`src/rtl/jk_mod_counter.sv`:
```
// jk_mod_counter: modulo-MOD up/down counter whose state bits are JK flops.
// The excitation logic works out the wanted next count, then turns it into
// per-bit J/K pairs. Each flop sets, clears, or holds its own bit from its
// J/K pair. The count is never written straight into the flops.

// One JK storage bit with async active-low clear.
module jk_cell (
  input  logic clk,
  input  logic rst,
  input  logic j,
  input  logic k,
  output logic q
);

  // JK characteristic equation: set on J, clear on K, toggle on both, hold on neither.
  always_ff @(posedge clk or negedge rst) begin
    if (!rst) q <= 1'b0;
    else      q <= (j & ~q) | (~k & q);
  end

endmodule

module jk_mod_counter #(
  parameter int WIDTH = 4,
  parameter int MOD   = 10
) (
  input  logic             clk,
  input  logic             rst,
  input  logic             en,
  input  logic             up_dn,
  input  logic             load,
  input  logic [WIDTH-1:0] d,
  output logic [WIDTH-1:0] q,
  output logic             tc,
  output logic             co,
  output logic             ld_err
);

  // Largest legal count. When MOD == 2**WIDTH this is all ones, so the range
  // checks below are always true and the out-of-range path cannot fire.
  localparam logic [WIDTH-1:0] MAXV = WIDTH'(MOD - 1);

  logic [WIDTH-1:0] nxt;
  logic [WIDTH-1:0] j;
  logic [WIDTH-1:0] k;
  logic             in_range;
  logic             d_ok;
  logic             at_max;
  logic             at_zero;

  assign in_range = (q <= MAXV);
  assign d_ok     = (d <= MAXV);
  assign at_max   = (q == MAXV);
  assign at_zero  = (q == '0);

  // Zero-latency terminal count. When q is out of range it never matches either end.
  assign tc = en & ~load & ((up_dn & at_max) | (~up_dn & at_zero));

  // Target count, in priority order: load, then count, then hold.
  always_comb begin
    nxt = q;
    if (load) begin
      nxt = d_ok ? d : '0;
    end else if (en) begin
      if (!in_range)   nxt = '0;
      else if (up_dn)  nxt = at_max  ? '0   : q + WIDTH'(1);
      else             nxt = at_zero ? MAXV : q - WIDTH'(1);
    end
  end

  // Excitation: set bits that must rise, clear bits that must fall, else J=K=0.
  always_comb begin
    j = nxt & ~q;
    k = ~nxt & q;
  end

  for (genvar i = 0; i < WIDTH; i++) begin : g_bit
    jk_cell u_bit (
      .clk (clk),
      .rst (rst),
      .j   (j[i]),
      .k   (k[i]),
      .q   (q[i])
    );
  end

  // Wrap pulse is the sampled tc; load error flags a too-large load value.
  always_ff @(posedge clk or negedge rst) begin
    if (!rst) begin
      co     <= 1'b0;
      ld_err <= 1'b0;
    end else begin
      co     <= tc;
      ld_err <= load & ~d_ok;
    end
  end

endmodule

```
`config.mk`:
```
export PLATFORM = sky130hd
export DESIGN_NAME = jk_mod_counter
export DESIGN_NICKNAME = d
export VERILOG_FILES = /design/src/rtl/jk_mod_counter.sv
export SDC_FILE = /design/constraint.sdc
export NUM_CORES = 1
export LEC_CHECK = 0
export BUFFER_PORTS_ARGS = -buffer_cell sky130_fd_sc_hd__buf_2
export CORE_MARGIN = 5
export CORE_UTILIZATION = 28
export DETAILED_ROUTE_END_ITERATION = 10
export PLACE_DENSITY = 0.48
export SYNTH_ARGS = -nofsm -noshare
export SYNTH_HDL_FRONTEND = slang
export SYNTH_SLANG_ARGS = --single-unit
```
`constraint.sdc`:
```
create_clock -name clk -period 2.2 [get_ports clk]
set_input_delay 0 -clock clk [delete_from_list [all_inputs] [get_ports clk]]
set_output_delay 0 -clock clk [all_outputs]
set_load 0.005 [all_outputs]
```
==> flow_summary.html <==
<table>
<tr><th>Metric</th><th>Value</th></tr>
<tr><th colspan="2">Status</th></tr>
<tr><td>Result of the run</td><td>finished clean</td></tr>
<tr><th colspan="2">Yosys</th></tr>
<tr><td>Yosys top cell by area</td><td>sky130_fd_sc_hd__dfrtp_1</td></tr>
<tr><td>Compound-gate portion of the synthesized area</td><td>between 20% and 30%</td></tr>
<tr><td>Cell variety after synth</td><td>31</td></tr>
<tr><td>Cells taking the most area after synthesis</td><td>sky130_fd_sc_hd__dfrtp_1 27%, sky130_fd_sc_hd__ha_1 8.8%, sky130_fd_sc_hd__buf_4 8.0%, sky130_fd_sc_hd__nand2_1 5.3%, sky130_fd_sc_hd__nor2_1 4.0%</td></tr>
<tr><td>Post-synthesis share of cell area spent on xor and xnor gates</td><td>around 1.5%</td></tr>
<tr><td>Synth top area share</td><td>between 20% and 30%</td></tr>
<tr><td>Number of flops mapped to enable cells by yosys</td><td>0</td></tr>
<tr><td>Synthesized netlist net count</td><td>81</td></tr>
<tr><td>Syn Area/Cell</td><td>between 8 and 9 um^2</td></tr>
<tr><td>Share of synthesized cell area in and, or, nand and nor gates</td><td>19.9%</td></tr>
<tr><td>Proportion of register bits with asynchronous set or reset after synthesis</td><td>100%</td></tr>
<tr><td>Syn Std Cell Area</td><td>566 um^2</td></tr>
<tr><td>Post-synthesis mux area share</td><td>0%</td></tr>
<tr><td>Yosys reg bits</td><td>6</td></tr>
<tr><td>Part of the Yosys area used for sequential elements</td><td>approximately a quarter</td></tr>
<tr><td>Leading register cell type out of synthesis</td><td>sky130_fd_sc_hd__dfrtp_1</td></tr>
<tr><td>Gate Count Post-Synth</td><td>a little under 70</td></tr>
<tr><td>Largest family of logic cells by synthesized area</td><td>compound AO/OA/AOI/OAI gates</td></tr>
<tr><td>Synth Area in Adders</td><td>just under 9%</td></tr>
<tr><td>Synth warn</td><td>0</td></tr>
<tr><th colspan="2">Timing</th></tr>
<tr><td>Headroom to the max-slew limit</td><td>71.3%</td></tr>
<tr><td>Clk_skew</td><td>a little under 0.002 ns</td></tr>
<tr><td>Number of endpoints failing setup at the final stage</td><td>0</td></tr>
<tr><td>Fraction of the cycle the final worst path needs</td><td>roughly nine tenths</td></tr>
<tr><td>Final critical delay including setup and external delays</td><td>1.99 ns</td></tr>
<tr><td>Tightest Pin Transition</td><td>between 0.4 and 0.5 ns</td></tr>
<tr><td>Final hold violations</td><td>0</td></tr>
<tr><td>Setup repair after global routing missed its margin</td><td>false</td></tr>
<tr><td>Maximum frequency from static timing analysis</td><td>about 500 MHz</td></tr>
<tr><td>Final total negative setup slack</td><td>0 ns</td></tr>
<tr><td>Final Max Slew Viols</td><td>0</td></tr>
<tr><th colspan="2">Routing</th></tr>
<tr><td>DRC violations left</td><td>0</td></tr>
<tr><td>Routed WL per cell</td><td>about 13 um</td></tr>
<tr><td>Vias per cell</td><td>between 4 and 5</td></tr>
<tr><td>Pre-Repair DR Iteration Count</td><td>4</td></tr>
<tr><td>Remaining antenna violation count after routing</td><td>0</td></tr>
<tr><td>Iteration-0 DRC count of the detailed router</td><td>11</td></tr>
<tr><td>Via count</td><td>490</td></tr>
<tr><td>Drt total wl</td><td>1330 um</td></tr>
<tr><th colspan="2">Die</th></tr>
<tr><td>Width of the chip</td><td>~55 um</td></tr>
<tr><td>DIE HEIGHT</td><td>54.9 um</td></tr>
<tr><td>CORE AREA</td><td>just under 0.002 mm^2</td></tr>
<tr><td>Core Rows</td><td>16</td></tr>
<tr><td>Initial cell density of the core</td><td>between 20% and 30%</td></tr>
<tr><td>Die Footprint</td><td>about 0.0030 mm^2</td></tr>
<tr><td>Top-level I/O count</td><td>16</td></tr>
<tr><th colspan="2">Job</th></tr>
<tr><td>Count of maximum capacitance violations</td><td>0</td></tr>
<tr><th colspan="2">Setup path</th></tr>
<tr><td>Cells along the critical path</td><td>inv_1 -&gt; ha_1 -&gt; nand2b_1 -&gt; nor2_1 -&gt; a31oi_1 -&gt; nor4b_1 -&gt; buf_2</td></tr>
<tr><td>CP peak stage delay</td><td>~0.46 ns</td></tr>
<tr><td>Critical-path cell with the highest stage delay</td><td>sky130_fd_sc_hd__dfrtp_1</td></tr>
<tr><td>Register-to-register setup slack</td><td>between 0.3 and 0.4 ns</td></tr>
<tr><td>Worst Setup Path Type</td><td>reg -&gt; out</td></tr>
<tr><td>Critical path arrival</td><td>~2.0 ns</td></tr>
<tr><td>Endpoint type of the worst setup path</td><td>output port</td></tr>
<tr><td>Required @ worst endpoint</td><td>around 2.2 ns</td></tr>
<tr><td>Max Fanout on Critical Path</td><td>7</td></tr>
<tr><td>Setup crit start kind</td><td>flip-flop</td></tr>
<tr><th colspan="2">Power and ir drop</th></tr>
<tr><td>Leakage power total</td><td>0.301 nW</td></tr>
<tr><td>Power per cell area</td><td>between 500 and 600 mW/mm^2</td></tr>
<tr><td>PnR Total Power</td><td>~0.00038 W</td></tr>
<tr><td>Peak supply drop</td><td>between 0.2 and 0.3 mV</td></tr>
<tr><th colspan="2">CTS</th></tr>
<tr><td>Total clock sinks</td><td>6</td></tr>
<tr><td>Clock edge transition at the registers on the reported setup and hold paths</td><td>0.04 ns</td></tr>
<tr><td>Clock Tree Root</td><td>sky130_fd_sc_hd__clkbuf_4</td></tr>
<tr><td>Number of setup buffers added after CTS</td><td>0</td></tr>
<tr><td>TritonCTS clock tree</td><td>done</td></tr>
<tr><td>Worst-case clock buffer depth</td><td>2</td></tr>
<tr><td>Cts bufs inserted</td><td>3</td></tr>
<tr><td>H-tree depth</td><td>1</td></tr>
<tr><td>Clock network latency to the later pin of the worst-skew pair</td><td>approximately 0.24 ns</td></tr>
<tr><th colspan="2">Global routing</th></tr>
<tr><td>Number of global-route vias before repair</td><td>roughly 490</td></tr>
<tr><td>Number of antenna violations at the first check in global routing</td><td>0</td></tr>
<tr><td>GR Util All Layers</td><td>a little over a tenth</td></tr>
<tr><td>Global-route wire length before repair</td><td>roughly 2200 um</td></tr>
<tr><td>Final global-route overflow total</td><td>0</td></tr>
<tr><td>Maximum number of pins on one net before global-route repair</td><td>14</td></tr>
<tr><th colspan="2">Layout</th></tr>
<tr><td>Number of standard cells in the final layout excluding fillers</td><td>106</td></tr>
<tr><td>Antenna Diode Count</td><td>0</td></tr>
<tr><td>Finished Cell Area</td><td>about 650 um^2</td></tr>
<tr><td>Fraction of final layout cells with drive strength greater than 1</td><td>a little under a third</td></tr>
<tr><td>Post-layout net count</td><td>94</td></tr>
<tr><td>Synthesis-to-finish area growth</td><td>14.4%</td></tr>
<tr><td>Final core area utilization</td><td>33.3%</td></tr>
<tr><th colspan="2">Placed design</th></tr>
<tr><td>Half-perimeter wire length of the detailed placement result</td><td>between 1000 and 1500 um</td></tr>
<tr><td>Input/output buffers</td><td>15</td></tr>
<tr><td>Total cell area at the placement stage</td><td>slightly above 600 um^2</td></tr>
<tr><td>Number of placed instances with taps included</td><td>between 100 and 150</td></tr>
<tr><td>Routability congestion estimate from global placement</td><td>between 0.7 and 0.8</td></tr>
<tr><th colspan="2">Min path</th></tr>
<tr><td>Hold WC Path Type</td><td>in -&gt; reg</td></tr>
</table>
## worst max-delay path, delay by kind of cell, from the launching register on
kind / cells / cell delay, ns
buf+inv: 2 / 0.36
flops: 1 / 0.46
simple gates: 3 / 0.58
compound gates: 1 / 0.06
fa+ha+maj: 1 / 0.29
## through the flow
step                hold WS, ns  setup slack (ns)
finish                   0.0626             0.210
detailed placement       -0.162             0.361
floorplan                -0.296             0.599
CTS                      0.0489             0.186
global placement         -0.166             0.354
global route             0.0850            0.0857
## state kept, by name (all words and copies together) (netlist names)
| register | cells |
|---|---|
| ld_err | 1 |
| g_bit.u_bit.q | 4 |
| co | 1 |
## routing by layer
| metal | vias to the layer above | part of all wire [%] | global-route usage, % |
|---|---|---|---|
| li1 | 258 | - | - |
| met1 | 219 | 49 | 12.8 |
| met2 | 11 | 46 | 16.9 |
| met3 | 2 | 3.4 | 1.61 |
| met4 | 0 | 1.4 | 7.29 |
| met5 | - | 0 | 0 |
## where the power goes
| part | internal, W | total [W] | switching [W] | leakage [nW] |
|---|---|---|---|---|
| combinational | 0.0000609 | 0.000136 | 0.0000747 | 0.210 |
| sequential | 0.000121 | 0.000146 | 0.0000248 | 0.0770 |
| clock | 0.0000615 | 0.0000978 | 0.0000364 | 0.0138 |
## area by class of cell
cell class                 count  area, um^2
timing repair buffer          16        85.1
tap                           27        33.8
clock buffer                   3        22.5
multi-input combinational     49         337
inverter                       5        18.8
sequential                     6         150
fill                         222        1290
## what timing repair did
| action | CTS | global route |
|---|---|---|
| resized for setup | 0 | 0 |
| hold buffers | 1 | 0 |
| hold endpoints to repair | 6 | 0 |
## synthesized netlist by cell type, types with 2 or more instances
master / count
sky130_fd_sc_hd__ha_1: 4
sky130_fd_sc_hd__nand2b_1: 3
sky130_fd_sc_hd__a21oi_1: 4
sky130_fd_sc_hd__nand2_1: 8
sky130_fd_sc_hd__dfrtp_1: 6
sky130_fd_sc_hd__o21ai_0: 2
sky130_fd_sc_hd__nor2_1: 6
sky130_fd_sc_hd__inv_1: 4
sky130_fd_sc_hd__o31a_1: 2
sky130_fd_sc_hd__a31oi_1: 2
sky130_fd_sc_hd__o31ai_1: 2
sky130_fd_sc_hd__buf_4: 6
## cells by family after synthesis
kind of cell	Yosys count
adders and majority gates	4
xor gates and xnor gates	1
DFF	6
buffers and inverters	13
AOI/OAI and AO/OA	21
and+or+nand+nor	23
## placed cells by master (no fill, tap or decap), drive strengths merged, types with 2 or more instances in the layout
cell type and count:
o31ai 3, a21oi 5, ha 4, inv 5, buf 15, dfrtp 6, nand2 8, o31a 2
o21ai 4, clkbuf 3, nor2 6, nor2b 2, a31oi 2, nand2b 3
## worst paths after layout
check | to | from | cells past startpoint
setup / recovery | tc | g_bit[0].u_bit.q | 7
hold / removal | g_bit[3].u_bit.q | d[3] | 3
setup reg to reg | g_bit[2].u_bit.q | g_bit[0].u_bit.q | 6
hold reg to reg | g_bit[3].u_bit.q | g_bit[1].u_bit.q | 3
max in group asynchronous | g_bit[3].u_bit.q | rst | 2
min in group asynchronous | co | rst | 2
Power figures use the tool's default switching activity.
